[src/rtl/div_ctrl.sv]
// Iterative radix-2 restoring divider for DIV/DIVU: result and one-cycle done at WIDTH+1 cycles after start.
// Holds the pipeline via stall while in flight; flush cancels at any point and leaves lo/hi untouched.
module div_ctrl #(
  parameter int WIDTH = 32
) (
  input  logic             clk,
  input  logic             resetn,
  input  logic             start,
  input  logic             signed_div,
  input  logic [WIDTH-1:0] a,
  input  logic [WIDTH-1:0] b,
  input  logic             flush,
  output logic             stall,
  output logic             busy,
  output logic             done,
  output logic [WIDTH-1:0] lo,
  output logic [WIDTH-1:0] hi
);

  localparam int CW = $clog2(WIDTH) + 1;

  typedef enum logic [1:0] {
    S_IDLE,
    S_BUSY,
    S_DONE
  } state_e;

  state_e           state_q, state_d;
  logic [CW-1:0]    cnt_q, cnt_d;
  logic [WIDTH-1:0] rem_q, rem_d;
  logic [WIDTH-1:0] quo_q, quo_d;
  logic [WIDTH-1:0] dvsr_q, dvsr_d;
  logic [WIDTH-1:0] a_q, a_d;
  logic [WIDTH-1:0] lo_q, lo_d;
  logic [WIDTH-1:0] hi_q, hi_d;
  logic             neg_quo_q, neg_quo_d;
  logic             neg_rem_q, neg_rem_d;
  logic             divz_q, divz_d;

  // One restoring step: shift {rem,quo} left and trial-subtract the divisor.
  logic [WIDTH:0]   trial;
  logic [WIDTH:0]   diff;
  logic             borrow;
  logic [WIDTH-1:0] rem_nx;
  logic [WIDTH-1:0] quo_nx;
  logic [WIDTH-1:0] a_abs;
  logic [WIDTH-1:0] b_abs;

  assign trial  = {rem_q, quo_q[WIDTH-1]};
  assign diff   = trial - {1'b0, dvsr_q};
  assign borrow = diff[WIDTH];
  assign rem_nx = borrow ? trial[WIDTH-1:0] : diff[WIDTH-1:0];
  assign quo_nx = {quo_q[WIDTH-2:0], ~borrow};

  assign a_abs = (signed_div && a[WIDTH-1]) ? -a : a;
  assign b_abs = (signed_div && b[WIDTH-1]) ? -b : b;

  always_comb begin
    state_d   = state_q;
    cnt_d     = cnt_q;
    rem_d     = rem_q;
    quo_d     = quo_q;
    dvsr_d    = dvsr_q;
    a_d       = a_q;
    lo_d      = lo_q;
    hi_d      = hi_q;
    neg_quo_d = neg_quo_q;
    neg_rem_d = neg_rem_q;
    divz_d    = divz_q;

    case (state_q)
      S_IDLE: begin
        if (start) begin
          rem_d     = '0;
          quo_d     = a_abs;
          dvsr_d    = b_abs;
          a_d       = a;
          neg_quo_d = signed_div & (a[WIDTH-1] ^ b[WIDTH-1]);
          neg_rem_d = signed_div & a[WIDTH-1];
          divz_d    = (b == '0);
          cnt_d     = '0;
          state_d   = S_BUSY;
        end
      end
      S_BUSY: begin
        rem_d = rem_nx;
        quo_d = quo_nx;
        cnt_d = cnt_q + 1'b1;
        if (cnt_q == CW'(WIDTH - 1)) begin
          // Outputs load on the final step so they are valid during DONE.
          lo_d    = divz_q ? '1  : (neg_quo_q ? -quo_nx : quo_nx);
          hi_d    = divz_q ? a_q : (neg_rem_q ? -rem_nx : rem_nx);
          state_d = S_DONE;
        end
      end
      S_DONE: begin
        state_d = S_IDLE;
      end
      default: begin
        state_d = S_IDLE;
      end
    endcase

    if (flush) begin
      state_d = S_IDLE;
      cnt_d   = '0;
      lo_d    = lo_q;
      hi_d    = hi_q;
    end
  end

  always_ff @(posedge clk or negedge resetn) begin
    if (!resetn) begin
      state_q   <= S_IDLE;
      cnt_q     <= '0;
      rem_q     <= '0;
      quo_q     <= '0;
      dvsr_q    <= '0;
      a_q       <= '0;
      lo_q      <= '0;
      hi_q      <= '0;
      neg_quo_q <= 1'b0;
      neg_rem_q <= 1'b0;
      divz_q    <= 1'b0;
    end else begin
      state_q   <= state_d;
      cnt_q     <= cnt_d;
      rem_q     <= rem_d;
      quo_q     <= quo_d;
      dvsr_q    <= dvsr_d;
      a_q       <= a_d;
      lo_q      <= lo_d;
      hi_q      <= hi_d;
      neg_quo_q <= neg_quo_d;
      neg_rem_q <= neg_rem_d;
      divz_q    <= divz_d;
    end
  end

  // stall drops in DONE so the pipeline advances while HI/LO are written.
  assign stall = start & (state_q != S_DONE) & ~flush;
  assign busy  = (state_q != S_IDLE);
  assign done  = (state_q == S_DONE);
  assign lo    = lo_q;
  assign hi    = hi_q;

endmodule

[config.mk]
export PLATFORM = sky130hd
export DESIGN_NAME = div_ctrl
export DESIGN_NICKNAME = d
export VERILOG_FILES = /design/src/rtl/div_ctrl.sv
export SDC_FILE = /design/constraint.sdc
export NUM_CORES = 1
export LEC_CHECK = 0
export CORE_ASPECT_RATIO = 1.75
export CORE_MARGIN = 8
export CORE_UTILIZATION = 45
export DETAILED_ROUTE_END_ITERATION = 7
export PLACE_DENSITY = 0.79
export SYNTH_ARGS = -nofsm -noshare
export SYNTH_HDL_FRONTEND = slang
export SYNTH_SLANG_ARGS = --single-unit
[constraint.sdc]
create_clock -name clk -period 4.5 [get_ports clk]
set_input_delay 1.125 -clock clk [delete_from_list [all_inputs] [get_ports clk]]
set_output_delay 1.125 -clock clk [all_outputs]
set_load 0.02 [all_outputs]
# Word level (Yosys, flattened, before mapping)
# Cells that the tools add are included.
[classes]
addsub = 6
n_eq_ne = 7
muxes = 18
bitwise_logic = 7
reduce_logical = 12
[ops]
columns = ["op", "n"]
rows = [
  ["2-to-1 mux 32 bit", 9],
  ["negation 32 bit", 4],
  ["case mux 32 bit (2 select lines)", 2],
  ["subtractor 33 x 32 -> 33 bit", 1],
  ["zero test 32 bit", 1],
  ["2-to-1 mux 6 bit", 2],
  ["case mux 6 bit (2 select lines)", 1],
  ["AND reduction 2 bit", 4],
  ["adder 6 x 1 -> 6 bit (second input constant)", 1],
  ["== test 6 x 5 -> 1 bit (second input constant)", 1],
  ["2-to-1 mux 2 bit", 3],
  ["!= test 3 bit (second input constant)", 2],
  ["AND 1 bit", 4],
  ["!= test 2 bit (second input constant)", 2],
  ["case mux 2 bit (2 select lines)", 1],
  ["nonzero test 2 bit", 2],
  ["AND reduction 3 bit", 1],
  ["nonzero test 3 bit", 1],
  ["== test 2 x 1 -> 1 bit (second input constant)", 1],
  ["== test 2 bit (second input constant)", 1],
  ["logical AND 1 bit", 2],
  ["zero test 2 bit", 1],
  ["inverter 1 bit", 2],
  ["XOR 1 bit", 1],
]
[totals]
reg_bits = 203
input_bits = 69
out_inout_bits = 67

# Depth between registers and ports, before layout
[depth]
word_depth = 5
ltp_mapped = 25

# Least setup slack after synthesis
# No wires, ideal clock.
[synth_timing]
kind = "reg2reg"
from = "register quo_q[31]"
to = "register lo_q[28], in the netlist lo[28]"
setup_time_ps = 137
arrival_ps = 4527
slack_ps = -164
stages_incl_launch_ff = 22
cell_sequence = "dfrtp_1 > inv_1 > ha_1 > inv_1 > fa_1 > a211oi_2 > o211ai_2 > nand3_4 > a211oi_4 > nor3_2 > nor2_4 > inv_2 > buf_2 > buf_1 > ha_1 > nand2b_1 > or3_1 > or3_1 > or3_1 > o21ai_1 > xor2_1 > a21oi_1"
[synth_via]
elab_chain_len = 5
[synth_lines]
columns = ["element", "line", "rtl"]
rows = [
  ["start, declared", "31", "logic [WIDTH-1:0] quo_q, quo_d;"],
  ["start signal, assigned", "129", "quo_q <= quo_d;"],
  ["subtractor 33 x 32 -> 33 bit", "50", "assign diff = trial - {1'b0, dvsr_q};"],
  ["inverter 1 bit", "53", "assign quo_nx = {quo_q[WIDTH-2:0], ~borrow};"],
  ["negation 32 bit", "91", "lo_d = divz_q ? '1 : (neg_quo_q ? -quo_nx : quo_nx);"],
  ["2-to-1 mux 32 bit (2 in a row)", "91", ""],
  ["end signal, assigned", "132", "lo_q <= lo_d;"],
  ["end, declared", "34", "logic [WIDTH-1:0] lo_q, lo_d;"],
]
# Every way passes these cells.
# A chain may end at the register's enable or synchronous reset.

# Final worst setup path
[layout_timing]
from = "register quo_q[31]"
to = "register hi_q[30], in the netlist hi[30]"
[layout_via]
elab_chain_len = 5
[layout_lines]
columns = ["element", "line", "rtl"]
rows = [
  ["subtractor 33 x 32 -> 33 bit", "50", ""],
  ["2-to-1 mux 32 bit *", "52", "assign rem_nx = borrow ? trial[WIDTH-1:0] : diff[WIDTH-1:0];"],
  ["negation 32 bit", "92", "hi_d = divz_q ? a_q : (neg_rem_q ? -rem_nx : rem_nx);"],
  ["2-to-1 mux 32 bit * (2 in a row)", "92", ""],
  ["end signal, assigned", "133", "hi_q <= hi_d;"],
  ["end, declared", "35", "logic [WIDTH-1:0] hi_q, hi_d;"],
]
# Mark *: on every way between the ends. The rest lies on a longest branch, timed or not.

==> flow_metrics.env <==
export IMPL_cp_required_ns=4.91
export IMPL_fill_cells=2768
export IMPL_critPathMaxFanout=6
export IMPL_routedWlPerCell_um=18.95
export IMPL_grt_antenna_before_repair=0
export IMPL_grt_pass1_vias=12642
export IMPL_synth_edf_count=0
export IMPL_rr_worst_depth=23
export IMPL_synth_flop_cell="dfrtp_1"
export IMPL_drtPass1Iterations=5
export IMPL_pwr_share_comb_pct=52.7
export IMPL_cp_arrival_ns=4.80
export IMPL_pwr_density_cell_mw_per_mm2=527.1
export IMPL_insertion_delay_ns=0.52
export IMPL_fin_nets=1884
export IMPL_fp_dieW_um=146.8
export IMPL_ys_seq_area_share_pct=37.68
export IMPL_post_route_cell_area_sq_mm=0.01634
export IMPL_grt_usage_pct=22.20
export IMPL_yosys_area_share_simple_pct=20.92
export IMPL_yosysUniqueCellTypes=86
export IMPL_drc=0
export IMPL_grt_setup_unrepaired="true"
export IMPL_globalRoute_totalOverflow=0
export IMPL_seqPwrFrac_pct=27.2
export IMPL_status="complete, no violations"
export IMPL_p_sw_share_pct=43.67
export IMPL_synthesis_area_sq_mm=0.01348
export IMPL_syn_area_per_cell_sq_um=8.226
export IMPL_port_buffers=135
export IMPL_grt_max_degree=82
export IMPL_drtIter0Drc=769
export IMPL_holdCritPathClass="reg -> reg"
export IMPL_min_period_over_period_pct=97.45
export IMPL_final_cell_mix="nand2_1 (236), dfrtp_1 (202), o21ai_0 (156)"
export IMPL_synth_compound_area_share_pct=22.26
export IMPL_yosys_warnings=0
export IMPL_synthMuxAreaShare_pct=2.515
export IMPL_placed_area_sq_mm=0.01544
export IMPL_grt_pass1_wl_mm=65.04
export IMPL_p_leak_uw=0.007003
export IMPL_crit_path_end_kind="flip-flop"
export IMPL_p_int_uw=4851
export IMPL_peakVddDrop_mv=0.3775
export IMPL_die_h_um=245.0
export IMPL_layout_drive_gt1_share_pct=9.340
export IMPL_cts_buffers_inserted=21
export IMPL_ant_nets=0
export IMPL_synthArstFlopShare_pct=100.0
export IMPL_startpoint_type="flip-flop"
export IMPL_clk_transition_reported_paths_ns=0.07
export IMPL_max_slew_margin_pct=36.20
export IMPL_drv_cap=0
export IMPL_initial_utilization_pct=45.33
export IMPL_p_clk_share_pct=20.1
export IMPL_worst_slew_pin_slew_ns=0.9571
export IMPL_antenna_cells=0
export IMPL_synth_fp_nets=1746
export IMPL_setup_viol_count_final=0
export IMPL_ctsRootBufferMaster="clkbuf_16"
export IMPL_ys_seq_elements=203
export IMPL_switchingPower_uw=3761
export IMPL_synth_top_family_by_area="compound AO/OA/AOI/OAI gates"
export IMPL_clock_skew_ns=0.01745
export IMPL_maxSlewViolCount=0
export IMPL_vias=12667
export IMPL_dp_hpwl_mm=31.87
export IMPL_die_area_sq_mm=0.03597
export IMPL_clockBufferDepth=3
export IMPL_synthAdderAreaFrac_pct=3.582
export IMPL_coreArea_sq_mm=0.02974
export IMPL_gp_congestion=0.9564
export IMPL_final_common_cell="nand2_1"
export IMPL_max_freq_mhz=228.0
export IMPL_via_per_inst=5.824
export IMPL_cts_htree_levels=1
export IMPL_synth_xor_area_share_pct=8.705
export IMPL_timing_final_hold_violations=0
export IMPL_min_path_cells=2
export IMPL_rows=84
export IMPL_cts_sinks=203
export IMPL_tns_ns=0
export IMPL_synthCells=1639
export IMPL_period_minus_slack_ns=4.385
export IMPL_cts_tree="yes"
export IMPL_worstSetupPathType="reg -> reg"
export IMPL_io_pins=136
export IMPL_area_delta_synth_final_pct=21.19
export IMPL_drt_total_wl_mm=41.22
## critical path: stages (launching register included)
cell	delay [ns]
dfrtp_2	0.45
inv_2	0.08
ha_4	0.13
inv_2	0.04
fa_2	0.40
a211oi_4	0.30
o211ai_2	0.18
nand3_4	0.13
a211oi_4	0.09
o21a_2	0.24
nor2_4	0.13
clkinv_4	0.13
mux2i_4	0.24
ha_4	0.18
nand3b_1	0.12
nor2_2	0.17
nand2_1	0.08
a21oi_2	0.17
a31oi_4	0.07
nor4_2	0.31
buf_4	0.16
mux2i_2	0.23
a221oi_2	0.09
a21o_1	0.17
## kinds of logic (layout without fill, tap and decap cells)
family          Yosys count  after routing
simple gates            597            597
compound gates          487            487
flops                   203            203
buf+inv                 147            296
xor+xnor                134            134
fa+ha+maj                38             38
mux                      33             33
## metal layers
metal | vias up | track usage, % | wire length [um] | part of all wire, %
li1 | 6107 | - | - | -
met1 | 6033 | 23.11 | 15220 | 37
met2 | 400 | 41.96 | 22040 | 53
met3 | 127 | 2.821 | 1813 | 4.4
met4 | 0 | 12.45 | 2146 | 5.2
met5 | - | 0 | 0 | 0
## area by class of cell
class,instances,area (sq um),area share [%]
Multi-Input combinational cell,1289,7981,48.85
Sequential cell,203,5081,31.10
Timing Repair Buffer,205,1909,11.69
Clock buffer,30,609.3,3.729
Tap cell,387,484.2,2.963
Inverter,57,219.0,1.340
Clock inverter,4,55.05,0.3369
## per-stage QoR
step / utilization, % / hold WS, ns / total power, uW / instances / setup WS [ns]
after CTS: 54.17 / 0.4784 / 8362 / 2166 / 0.01210
after floorplan: - / 0.4379 / 5328 / 1639 / 0.01389
after global placement: 51.92 / 0.4522 / 6517 / 2132 / 0.1999
after detailed placement: 51.92 / 0.4588 / 6599 / 2132 / 0.0002180
after global routing: 54.93 / 0.4938 / 9141 / 2175 / -0.06240
final: 54.93 / 0.4775 / 8612 / 2175 / 0.1146
## state kept, by name (all words and copies together), names as in the netlist
| signal | flops |
|---|---|
| rem_q | 32 |
| quo_q | 32 |
| cnt_q | 6 |
| divz_q | 1 |
| neg_quo_q | 1 |
| a_q | 32 |
| state_q | 2 |
| dvsr_q | 32 |
| hi | 32 |
| neg_rem_q | 1 |
| lo | 32 |
## what timing repair did
action | in CTS | in global routing
buffers inserted | 0 | 9
setup endpoints to repair | 1 | 17
hold buffers | 0 | 0
gates cloned | 0 | 0
resized for setup | 1 | 33
pin swaps | 2 | 15
## worst paths after layout
| check | start | endpoint | slack (ns) |
|---|---|---|---|
| hold reg to reg | dvsr_q[9]$_DFFE_PN0P_ | dvsr_q[9]$_DFFE_PN0P_ | 0.48 |
| min in group asynchronous | resetn | lo[5]$_DFFE_PN0P_ | 0.61 |
| setup / recovery | quo_q[31]$_DFFE_PN0P_ | hi[30]$_DFFE_PN0P_ | 0.11 |
| hold / removal | dvsr_q[9]$_DFFE_PN0P_ | dvsr_q[9]$_DFFE_PN0P_ | 0.48 |
| max in group asynchronous | resetn | lo[29]$_DFFE_PN0P_ | 2.97 |
| setup reg to reg | quo_q[31]$_DFFE_PN0P_ | hi[30]$_DFFE_PN0P_ | 0.11 |
## cells in the mapped netlist, drive strengths merged (5+ instances only)
cell type  instances  share of area (%)
nor2             125                3.5
nand2b            16               0.74
dfrtp            203                 38
buf               24               0.92
o21ai            171                6.4
a21oi            146                5.5
and2              19               0.88
a21o              10               0.56
ha                37                3.4
a211oi            12               0.87
mux2i             26                1.9
nand4             10               0.46
o41ai             10               0.71
and3              17               0.79
mux2               7               0.58
or3               26                1.2
a21boi             5               0.28
xor2              61                4.0
clkbuf            66                1.8
nor3              35                1.3
or2                6               0.28
a22oi             28                1.6
nor3b              6               0.37
nand3             46                1.8
nand2            238                6.6
or4               10               0.56
a31oi             20               0.93
o2bb2ai            6               0.39
inv               56                1.6
o21a               7               0.40
o211ai            12               0.74
a2111oi            7               0.56
and4               7               0.45
nor2b              7               0.32
nor4              20               0.97
xnor2             73                4.7
o31ai             20                1.2
## power groups by stage
stage / logic, uW / registers (uW) / clock network, uW
floorplan: 3060 / 2270 / 0
global placement: 4170 / 2350 / 0
detailed placement: 4240 / 2360 / 0
CTS: 4270 / 2330 / 1760
global route: 4940 / 2370 / 1830
finish: 4540 / 2340 / 1730
Power figures use the tool's default switching activity.
